===== src/rtl/gfx_pixel_serializer_pkg.sv =====
// rtl/gfx_pixel_serializer_pkg.sv - shared widths, bank record and head-pixel helper
package gfx_pixel_serializer_pkg;

   localparam int GFX_PLANES = 4;
   localparam int GFX_TILE_W = 8;
   localparam int GFX_COL_W  = 4;
   localparam int GFX_DIN_W  = GFX_PLANES * GFX_TILE_W;
   localparam int GFX_CNT_W  = $clog2(GFX_TILE_W + 1);
   localparam int GFX_PIX_W  = GFX_COL_W + GFX_PLANES;

   typedef struct packed {
      logic [GFX_DIN_W-1:0] data;
      logic [GFX_COL_W-1:0] col;
      logic                 dir;
      logic [GFX_CNT_W-1:0] cnt;
   } bank_state_t;

   // dir=1 presents bit 0 of every plane, dir=0 presents bit 7; an empty bank shows 0
   function automatic logic [GFX_PLANES-1:0] head_pixel(input bank_state_t s);
      logic [GFX_PLANES-1:0] pix;
      pix = '0;
      for (int p = 0; p < GFX_PLANES; p++) begin
         pix[p] = s.dir ? s.data[p*GFX_TILE_W] : s.data[p*GFX_TILE_W + GFX_TILE_W - 1];
      end
      if (s.cnt == '0) pix = '0;
      return pix;
   endfunction

endpackage


===== src/rtl/gfx_pixel_serializer_if.sv =====
// rtl/gfx_pixel_serializer_if.sv - pixel serializer control, data and output bundle
interface gfx_pixel_serializer_if;
   import gfx_pixel_serializer_pkg::*;

   logic                 Cen;
   logic                 PLOAD_RSHIFTn;
   logic                 RL_Sel;
   logic                 AB_Sel;
   logic                 VDG;
   logic                 VLK;
   logic                 G15_CE;
   logic [GFX_DIN_W-1:0] DIN;
   logic [GFX_COL_W-1:0] COL_IN;
   logic [GFX_PIX_W-1:0] PIX_OUT;
   logic                 UNDERRUN;

   modport master (
      output Cen, PLOAD_RSHIFTn, RL_Sel, AB_Sel, VDG, VLK, G15_CE, DIN, COL_IN,
      input  PIX_OUT, UNDERRUN
   );

   modport slave (
      input  Cen, PLOAD_RSHIFTn, RL_Sel, AB_Sel, VDG, VLK, G15_CE, DIN, COL_IN,
      output PIX_OUT, UNDERRUN
   );
endinterface


===== src/rtl/gfx_pixel_serializer_pixel_shift_bank.sv =====
// rtl/gfx_pixel_serializer_pixel_shift_bank.sv - one tile bank: load, directional shift, count, head pixel
module pixel_shift_bank
   import gfx_pixel_serializer_pkg::*;
(
   input  logic                  clk,
   input  logic                  Reset,
   input  logic                  load,
   input  logic                  shift,
   input  logic [GFX_DIN_W-1:0]  din,
   input  logic [GFX_COL_W-1:0]  col_in,
   input  logic                  dir_in,
   output logic [GFX_PLANES-1:0] head,
   output logic [GFX_COL_W-1:0]  col,
   output logic                  empty
);

   bank_state_t              state;
   bank_state_t              nxt;
   logic [GFX_TILE_W-1:0]    plane;

   always_comb begin
      nxt   = state;
      plane = '0;
      if (load) begin
         nxt.data = din;
         nxt.col  = col_in;
         nxt.dir  = dir_in;
         nxt.cnt  = GFX_CNT_W'(GFX_TILE_W);
      end else if (shift && state.cnt != '0) begin
         // an empty bank holds at count 0 instead of wrapping
         for (int p = 0; p < GFX_PLANES; p++) begin
            plane = state.data[p*GFX_TILE_W +: GFX_TILE_W];
            nxt.data[p*GFX_TILE_W +: GFX_TILE_W] = state.dir ? (plane >> 1) : (plane << 1);
         end
         nxt.cnt = state.cnt - 1'b1;
      end
   end

   always_ff @(posedge clk or posedge Reset) begin
      if (Reset) state <= '0;
      else       state <= nxt;
   end

   assign head  = head_pixel(state);
   assign col   = state.col;
   assign empty = (state.cnt == '0);

endmodule


===== src/rtl/gfx_pixel_serializer.sv =====
// rtl/gfx_pixel_serializer.sv - ping-pong bitplane tile serializer with tick detect and output register
module gfx_pixel_serializer
   import gfx_pixel_serializer_pkg::*;
(
   input  logic                  clk,
   input  logic                  Reset,
   gfx_pixel_serializer_if.slave bus
);

   logic                  cen_q;
   logic                  tick;
   logic                  load_a, load_b, shift_a, shift_b;
   logic [GFX_PLANES-1:0] head_a, head_b, drv_head;
   logic [GFX_COL_W-1:0]  col_a, col_b, drv_col;
   logic                  empty_a, empty_b, drv_empty;
   logic [GFX_PIX_W-1:0]  pix_q;
   logic                  underrun_q;

   // edge register resets high so a Cen already high at release is not a tick
   always_ff @(posedge clk or posedge Reset) begin
      if (Reset) cen_q <= 1'b1;
      else       cen_q <= bus.Cen;
   end

   assign tick = bus.Cen & ~cen_q;

   // AB_Sel=0: A fills, B drives; AB_Sel=1: B fills, A drives
   assign load_a  = tick & ~bus.PLOAD_RSHIFTn & ~bus.AB_Sel;
   assign load_b  = tick & ~bus.PLOAD_RSHIFTn &  bus.AB_Sel;
   assign shift_a = tick &  bus.AB_Sel;
   assign shift_b = tick & ~bus.AB_Sel;

   pixel_shift_bank u_bank_a (
      .clk    (clk),
      .Reset  (Reset),
      .load   (load_a),
      .shift  (shift_a),
      .din    (bus.DIN),
      .col_in (bus.COL_IN),
      .dir_in (bus.RL_Sel),
      .head   (head_a),
      .col    (col_a),
      .empty  (empty_a)
   );

   pixel_shift_bank u_bank_b (
      .clk    (clk),
      .Reset  (Reset),
      .load   (load_b),
      .shift  (shift_b),
      .din    (bus.DIN),
      .col_in (bus.COL_IN),
      .dir_in (bus.RL_Sel),
      .head   (head_b),
      .col    (col_b),
      .empty  (empty_b)
   );

   assign drv_head  = bus.AB_Sel ? head_a  : head_b;
   assign drv_col   = bus.AB_Sel ? col_a   : col_b;
   assign drv_empty = bus.AB_Sel ? empty_a : empty_b;

   always_ff @(posedge clk or posedge Reset) begin
      if (Reset) begin
         pix_q      <= '0;
         underrun_q <= 1'b0;
      end else begin
         underrun_q <= tick & drv_empty;
         if (tick & bus.G15_CE & ~bus.VLK)
            pix_q <= {drv_col, bus.VDG ? {GFX_PLANES{1'b0}} : drv_head};
      end
   end

   assign bus.PIX_OUT  = pix_q;
   assign bus.UNDERRUN = underrun_q;

endmodule


===== src/flat_wrapper.sv =====
// flat-port wrapper written by rule: the top's interface ports become plain ports
module gfx_pixel_serializer_flat import gfx_pixel_serializer_pkg::*;
  (clk, Reset, bus_Cen, bus_PLOAD_RSHIFTn, bus_RL_Sel, bus_AB_Sel, bus_VDG, bus_VLK, bus_G15_CE, bus_DIN, bus_COL_IN, bus_PIX_OUT, bus_UNDERRUN);
  gfx_pixel_serializer_if bus_i ();
  input  logic clk;
  input  logic Reset;
  input wire logic [$bits(bus_i.Cen)-1:0] bus_Cen;
  input wire logic [$bits(bus_i.PLOAD_RSHIFTn)-1:0] bus_PLOAD_RSHIFTn;
  input wire logic [$bits(bus_i.RL_Sel)-1:0] bus_RL_Sel;
  input wire logic [$bits(bus_i.AB_Sel)-1:0] bus_AB_Sel;
  input wire logic [$bits(bus_i.VDG)-1:0] bus_VDG;
  input wire logic [$bits(bus_i.VLK)-1:0] bus_VLK;
  input wire logic [$bits(bus_i.G15_CE)-1:0] bus_G15_CE;
  input wire logic [$bits(bus_i.DIN)-1:0] bus_DIN;
  input wire logic [$bits(bus_i.COL_IN)-1:0] bus_COL_IN;
  output wire logic [$bits(bus_i.PIX_OUT)-1:0] bus_PIX_OUT;
  output wire logic [$bits(bus_i.UNDERRUN)-1:0] bus_UNDERRUN;
  assign bus_i.Cen = bus_Cen;
  assign bus_i.PLOAD_RSHIFTn = bus_PLOAD_RSHIFTn;
  assign bus_i.RL_Sel = bus_RL_Sel;
  assign bus_i.AB_Sel = bus_AB_Sel;
  assign bus_i.VDG = bus_VDG;
  assign bus_i.VLK = bus_VLK;
  assign bus_i.G15_CE = bus_G15_CE;
  assign bus_i.DIN = bus_DIN;
  assign bus_i.COL_IN = bus_COL_IN;
  assign bus_PIX_OUT = bus_i.PIX_OUT;
  assign bus_UNDERRUN = bus_i.UNDERRUN;
  gfx_pixel_serializer u_core (.clk(clk), .Reset(Reset), .bus(bus_i));
endmodule

===== config.mk =====
export PLATFORM = sky130hd
export DESIGN_NAME = gfx_pixel_serializer_flat
export DESIGN_NICKNAME = d
export VERILOG_FILES = /design/src/rtl/gfx_pixel_serializer_pkg.sv /design/src/rtl/gfx_pixel_serializer_if.sv /design/src/rtl/gfx_pixel_serializer_pixel_shift_bank.sv /design/src/rtl/gfx_pixel_serializer.sv /design/src/flat_wrapper.sv
export SDC_FILE = /design/constraint.sdc
export NUM_CORES = 1
export LEC_CHECK = 0
export ABC_AREA = 1
export CAP_MARGIN = 25
export CELL_PAD_IN_SITES_DETAIL_PLACEMENT = 1
export CELL_PAD_IN_SITES_GLOBAL_PLACEMENT = 1
export CORE_MARGIN = 3
export CORE_UTILIZATION = 40
export CTS_CLUSTER_SIZE = 28
export DETAILED_ROUTE_END_ITERATION = 10
export GPL_ROUTABILITY_DRIVEN = 0
export PLACE_DENSITY_LB_ADDON = 0.1
export SYNTH_ARGS = -nofsm -noshare
export SYNTH_HDL_FRONTEND = slang
export SYNTH_SLANG_ARGS = --single-unit

===== constraint.sdc =====
create_clock -name clk -period 4.4 [get_ports clk]
set_input_delay 0.88 -clock clk [delete_from_list [all_inputs] [get_ports clk]]
set_output_delay 0.88 -clock clk [all_outputs]
set_load 0.01 [all_outputs]

==> results.json, run 1 <==
{
  "die_x_microns": 122,
  "wirelength_mm": 17.0,
  "grt_pass1_vias": 5356,
  "layout_setup_ws_ns": 1.34,
  "required_ns": 4.68,
  "syn_area_per_cell_sq_um": 6.91,
  "routed_via_density": 5.35,
  "power.density_nw_per_um2": 568,
  "pwr-share-seq_pct": 41.1,
  "status": "complete, no violations",
  "tightestPinTransition_ns": 1.03,
  "fmax_mhz": 327,
  "worstSetupStartpointType": "primary input",
  "cts_setup_buffers": 0,
  "synth-seq-cells": 92,
  "worst_path_max_delay_cell": "clkdlybuf4s50_1",
  "syn_nets": 826,
  "synth_top_cell_by_area": "dfrtp_1",
  "vias": 5195,
  "finClkSkew_ns": 0.00674,
  "ir_drop_mv": 0.287,
  "hold_class": "flip-flop to flip-flop",
  "io_buffers": 53,
  "die_h_microns": 122,
  "grt_pass1_wl_mm": 28.2,
  "switchingPower_mw": 1.36,
  "cpPeakStageDelay_ns": 0.65,
  "postCtsHoldBufs": 0,
  "layout_common_cells": "nand2_1, nand3_1, dfrtp_1",
  "hold_violations": 0,
  "end_kind": "flip-flop",
  "h-tree-depth": 3,
  "synthCells": 777,
  "drcViolationCount": 0,
  "ys_warn_count": 0,
  "ys_seq_area_share_pct": 42.9,
  "power_frac_comb_pct": 33.9,
  "die_area_sq_um": 14900,
  "grt_antenna_before_repair": 0,
  "arrival_ns": 3.34,
  "whs_ns": 0.487,
  "io-pin-count": 54,
  "fin_setup_tns_ns": 0,
  "diodes": 0,
  "nNetsFinal": 843,
  "rsz0062_at_grt": "false",
  "clk_pin_slew_worst_paths_ns": 0.06,
  "insertion_delay_ns": 0.35,
  "period_minus_slack_ns": 3.06,
  "synth_area_leaders": "dfrtp_1, nand2_1, nand3_1, nand4_1, nor2_1",
  "clock_sinks": 92,
  "yosys.cell_types.count": 27,
  "initial_core_util_pct": 41.7,
  "path_buf_inv": 3,
  "core_area_sq_um": 12900,
  "nFillCells": 1643,
  "maxSlewHeadroom_pct": 31.5,
  "dr.first_iter.drc_count": 486,
  "crit_type": "primary input to flip-flop",
  "synthToLayoutAreaGrowth_pct": 16.8,
  "hpwl_mm": 11.5,
  "crit_family": "buffers and inverters",
  "synth_top_area_share_pct": 42.4,
  "grt_usage_pct": 24.1,
  "cts_buffers": 9,
  "grt_max_degree": 93,
  "slew_violations": 0,
  "p_int_mw": 2.21,
  "synth_area_sq_um": 5370,
  "final_common_cell": "nand2_1",
  "p_total_mw": 3.57,
  "post_cts_resized": 0,
  "rows": 41,
  "leakage_nw": 3.21,
  "cts.path.max_buffers": 2,
  "final-setup-viol-count": 0,
  "crit_path_max_fanout": 43,
  "cts_tree": "built",
  "dr.pass1.iters": 4,
  "clockRootBuffer": "clkbuf_16",
  "drive_gt1_share_pct": 4.88,
  "drv_cap": 0,
  "path_cells": "clkdlybuf4s50_1 -> inv_4 -> nor2_8 -> nand2_2 -> inv_2 -> nand2_1 -> nand3_1",
  "swShare_pct": 38.0,
  "drt-wirelength-per-cell_microns": 17.5,
  "p_clk_share_pct": 25.0,
  "drtAntennaViolNets": 0,
  "period_share_pct": 69.5,
  "dp_slack_ns": 1.01,
  "grt-ovfl-total": 0
}
## through the flow
step	cell area, sq um	instances	util (%)
6_report	6280	971	48.8
5_1_grt	6280	971	48.8
4_1_cts	6280	971	48.8
3_5_place_dp	5940	955	46.2
3_3_place_gp	5940	955	46.2
2_1_floorplan	5370	777	-
## metal layers
metal	up-vias	GRT usage, %	part of all wire (%)
li1	2562	-	-
met1	2544	35.1	49
met2	64	36.9	46
met3	25	2.97	2.4
met4	0	8.82	2.5
met5	-	0	0
## power groups by stage
| stage | clock [mW] | combinational, mW | sequential, mW |
|---|---|---|---|
| finish | 0.891 | 1.21 | 1.47 |
| floorplan | 0 | 0.900 | 1.40 |
| CTS | 0.907 | 1.23 | 1.46 |
| detailed placement | 0 | 1.21 | 1.48 |
| global route | 0.949 | 1.40 | 1.52 |
| global placement | 0 | 1.16 | 1.46 |
## flip-flops by register name, indices dropped and copies added, names as in the netlist
name                   count
u_core.u_bank_a.col        4
u_core.bus.UNDERRUN        1
u_core.bus.PIX_OUT         8
u_core.u_bank_b.col        4
u_core.u_bank_a.state     37
u_core.cen_q               1
u_core.u_bank_b.state     37
## final cells by class
class | instances | area, sq um | area share [%]
clock inverter | 5 | 100 | 1.59
tap | 172 | 215 | 3.43
timing repair buffer | 62 | 611 | 9.73
inverter | 46 | 176 | 2.81
sequential | 92 | 2300 | 36.7
multi-input combinational | 583 | 2640 | 42.0
clock buffer | 11 | 233 | 3.71
## kinds of logic after synthesis
group / synth area share [%]
simple gates: 45.3
xor+xnor: 0.326
fa+ha+maj: 0.932
compound gates: 2.51
flops: 42.9
buf+inv: 8.01
## final timing paths
path                                          startpoint                   endpoint  slack, ns  cells past startpoint
max in group asynchronous                          Reset               u_core.cen_q       3.04                      3
worst min register to register     u_core.bus.PIX_OUT[6]      u_core.bus.PIX_OUT[6]       0.49                      2
worst max-delay path                          bus_AB_Sel  u_core.u_bank_a.state[34]       1.34                      7
min in group asynchronous                          Reset     u_core.u_bank_b.col[0]       0.97                      3
worst max register to register  u_core.u_bank_b.state[0]  u_core.u_bank_b.state[37]       1.62                      7
worst min-delay path               u_core.bus.PIX_OUT[6]      u_core.bus.PIX_OUT[6]       0.49                      2
## worst reg2reg max path, cell delays in order (launching register included)
cell and delay, ns:
dfrtp_1 0.36, inv_1 0.14, ha_1 0.20, nand2_1 0.35
nand2_2 0.60, nand2_1 0.63, nor2_1 0.30, nor2_1 0.07
## cells in the mapped netlist (all sizes together)
cell	instances
xor2	2
nor2	55
inv	46
dfrtp	91
and2	6
nand3b	1
o21ai	20
dfstp	1
o31ai	4
clkbuf	25
nand3	131
nand4	55
a21oi	1
ha	4
nand2	304
buf	31
Note: power is estimated with default switching activity, not from simulation.
==> inputs of run 2 (changes only) <==
==> constraint.sdc (replaced) <==
create_clock -name clk -period 3 [get_ports clk]
set_input_delay 0.6 -clock clk [delete_from_list [all_inputs] [get_ports clk]]
set_output_delay 0.6 -clock clk [all_outputs]
set_load 0.01 [all_outputs]
==> results.json, run 2 (same netlist as run 1, synthesis figures left out) <==
{
  "status": "complete, no violations",
  "die_x_microns": 122,
  "crit_path_max_fanout": 53,
  "dr.first_iter.drc_count": 347,
  "cts_tree": "built",
  "grtUsageMet2_pct": 38.4,
  "cts_buffers": 9,
  "clock_sinks": 92,
  "ir_drop_mv": 0.336,
  "slew_violations": 0,
  "nNetsFinal": 851,
  "diodes": 0,
  "core_area_sq_um": 12900,
  "endpoint": "u_core.bus.PIX_OUT[3]",
  "placed_cells": 963,
  "drive_gt1_share_pct": 5.71,
  "cts_setup_buffers": 0,
  "cp-startpoint": "bus_Cen",
  "whs_ns": 0.483,
  "crit_type": "primary input to flip-flop",
  "cts.path.max_buffers": 2,
  "drt-wirelength-per-cell_microns": 17.6,
  "dr.pass1.iters": 4,
  "end_kind": "flip-flop",
  "post_cts_resized": 0,
  "grt_usage_pct": 24.2,
  "final_common_cell": "nand2_1",
  "fmax_mhz": 414,
  "drtAntennaViolNets": 0,
  "power.density_nw_per_um2": 817,
  "met1_usage_pct": 34.8,
  "rsz0062_at_grt": "false",
  "leakage_nw": 3.23,
  "nFillCells": 1663,
  "grt_pass1_vias": 5283,
  "multi_input_area_sq_um": 2640,
  "instances_no_fill": 978,
  "final-setup-viol-count": 0,
  "grt-ovfl-total": 0,
  "routed_via_density": 5.34,
  "post-route-util_pct": 49.0,
  "reg2reg_setup_slack_ns": 0.91,
  "pwr-share-seq_pct": 41.6,
  "hpwl_mm": 11.9,
  "r2r-end": "u_core.u_bank_a.state[28]",
  "io-pin-count": 54,
  "hold_violations": 0,
  "grt_max_degree": 93,
  "drv_cap": 0,
  "period_minus_slack_ns": 2.42,
  "power_frac_comb_pct": 35.2,
  "required_ns": 3.29,
  "grt_antenna_before_repair": 0,
  "worstSetupStartpointType": "primary input",
  "regArea_sq_um": 2300,
  "swShare_pct": 38.6,
  "die_area_sq_um": 14900,
  "p_clk_share_pct": 23.2,
  "insertion_delay_ns": 0.35,
  "top_usage_layer": "met2",
  "die_h_microns": 122,
  "tightestPinTransition_ns": 0.852,
  "grt_pass1_wl_mm": 28.2,
  "clk_pin_slew_worst_paths_ns": 0.06,
  "p_int_mw": 3.17,
  "finClkSkew_ns": 0.00690,
  "r2r_cells": 7,
  "h-tree-depth": 3,
  "p_total_mw": 5.16,
  "vias": 5218,
  "io_buffers": 53,
  "initial_core_util_pct": 41.7,
  "synthToLayoutAreaGrowth_pct": 17.4,
  "layout_common_cells": "nand2_1, nand3_1, dfrtp_1",
  "maxSlewHeadroom_pct": 43.2,
  "arrival_ns": 2.70,
  "switchingPower_mw": 1.99,
  "wirelength_mm": 17.2,
  "rows": 41,
  "clockRootBuffer": "clkbuf_16",
  "period_share_pct": 80.5,
  "use_met3_pct": 2.60,
  "fin_setup_tns_ns": 0,
  "drcViolationCount": 0,
  "hold_class": "flip-flop to flip-flop",
  "postCtsHoldBufs": 0,
  "timing.rr.start": "u_core.u_bank_a.state[0]"
}
==> run 2: changes by cell type in the layout (fill, tap and decap cells not counted) <==
cell       delta
buf_4         +8
bufinv_16     -2
clkinv_2      -2
clkbuf_8      +3
==> run 2: routing by layer <==
metal / routed length, microns / up-vias
li1: - / 2567
met2: 8270 / 76
met4: 382 / 0
met1: 8060 / 2553
met3: 457 / 22
met5: 0 / -
==> run 2: area by class of cell <==
type,instances,share of cell area (%)
Clock buffer,14,4.34
Clock inverter,1,0.476
Tap cell,172,3.41
Inverter,46,2.80
Timing Repair Buffer,70,10.6
Sequential cell,92,36.5
Multi-Input combinational cell,583,41.8
==> run 2: stage by stage <==
step / cell area (sq um) / worst slack, ns
2_1_floorplan: 5370 / 0.00969
4_1_cts: 6310 / 0.598
5_1_grt: 6310 / 0.343
6_report: 6310 / 0.584
3_5_place_dp: 6000 / 0.233
3_3_place_gp: 6000 / 0.362
==> run 2: power by group through the flow <==
stage	Combinational, mW	Clock [mW]	Sequential, mW
after CTS	1.84	1.21	2.14
after global placement	1.73	0	2.13
after global routing	2.11	1.27	2.21
final	1.82	1.20	2.14
after detailed placement	1.82	0	2.16
after floorplan	1.32	0	2.06
==> run 2: worst min-delay path by stage <==
stage                           start                     end  slack (ns)  depth (start not counted)
5_1_grt         u_core.bus.PIX_OUT[5]   u_core.bus.PIX_OUT[5]        0.52                          2
4_1_cts         u_core.bus.PIX_OUT[6]   u_core.bus.PIX_OUT[6]        0.49                          2
2_1_floorplan  u_core.u_bank_a.col[0]  u_core.u_bank_a.col[0]        0.45                          2
6_report        u_core.bus.PIX_OUT[6]   u_core.bus.PIX_OUT[6]        0.48                          2
3_5_place_dp    u_core.bus.PIX_OUT[6]   u_core.bus.PIX_OUT[6]        0.47                          2
3_3_place_gp    u_core.bus.PIX_OUT[7]   u_core.bus.PIX_OUT[7]        0.47                          2
==> run 2: worst max-delay path: stages <==
cell and delay, ns:
clkdlybuf4s50_1 0.58, inv_2 0.07, nor2_4 0.12, buf_4 0.44, nand2_1 0.40, nor2_1 0.32, nand2_1 0.10, nand2_1 0.06
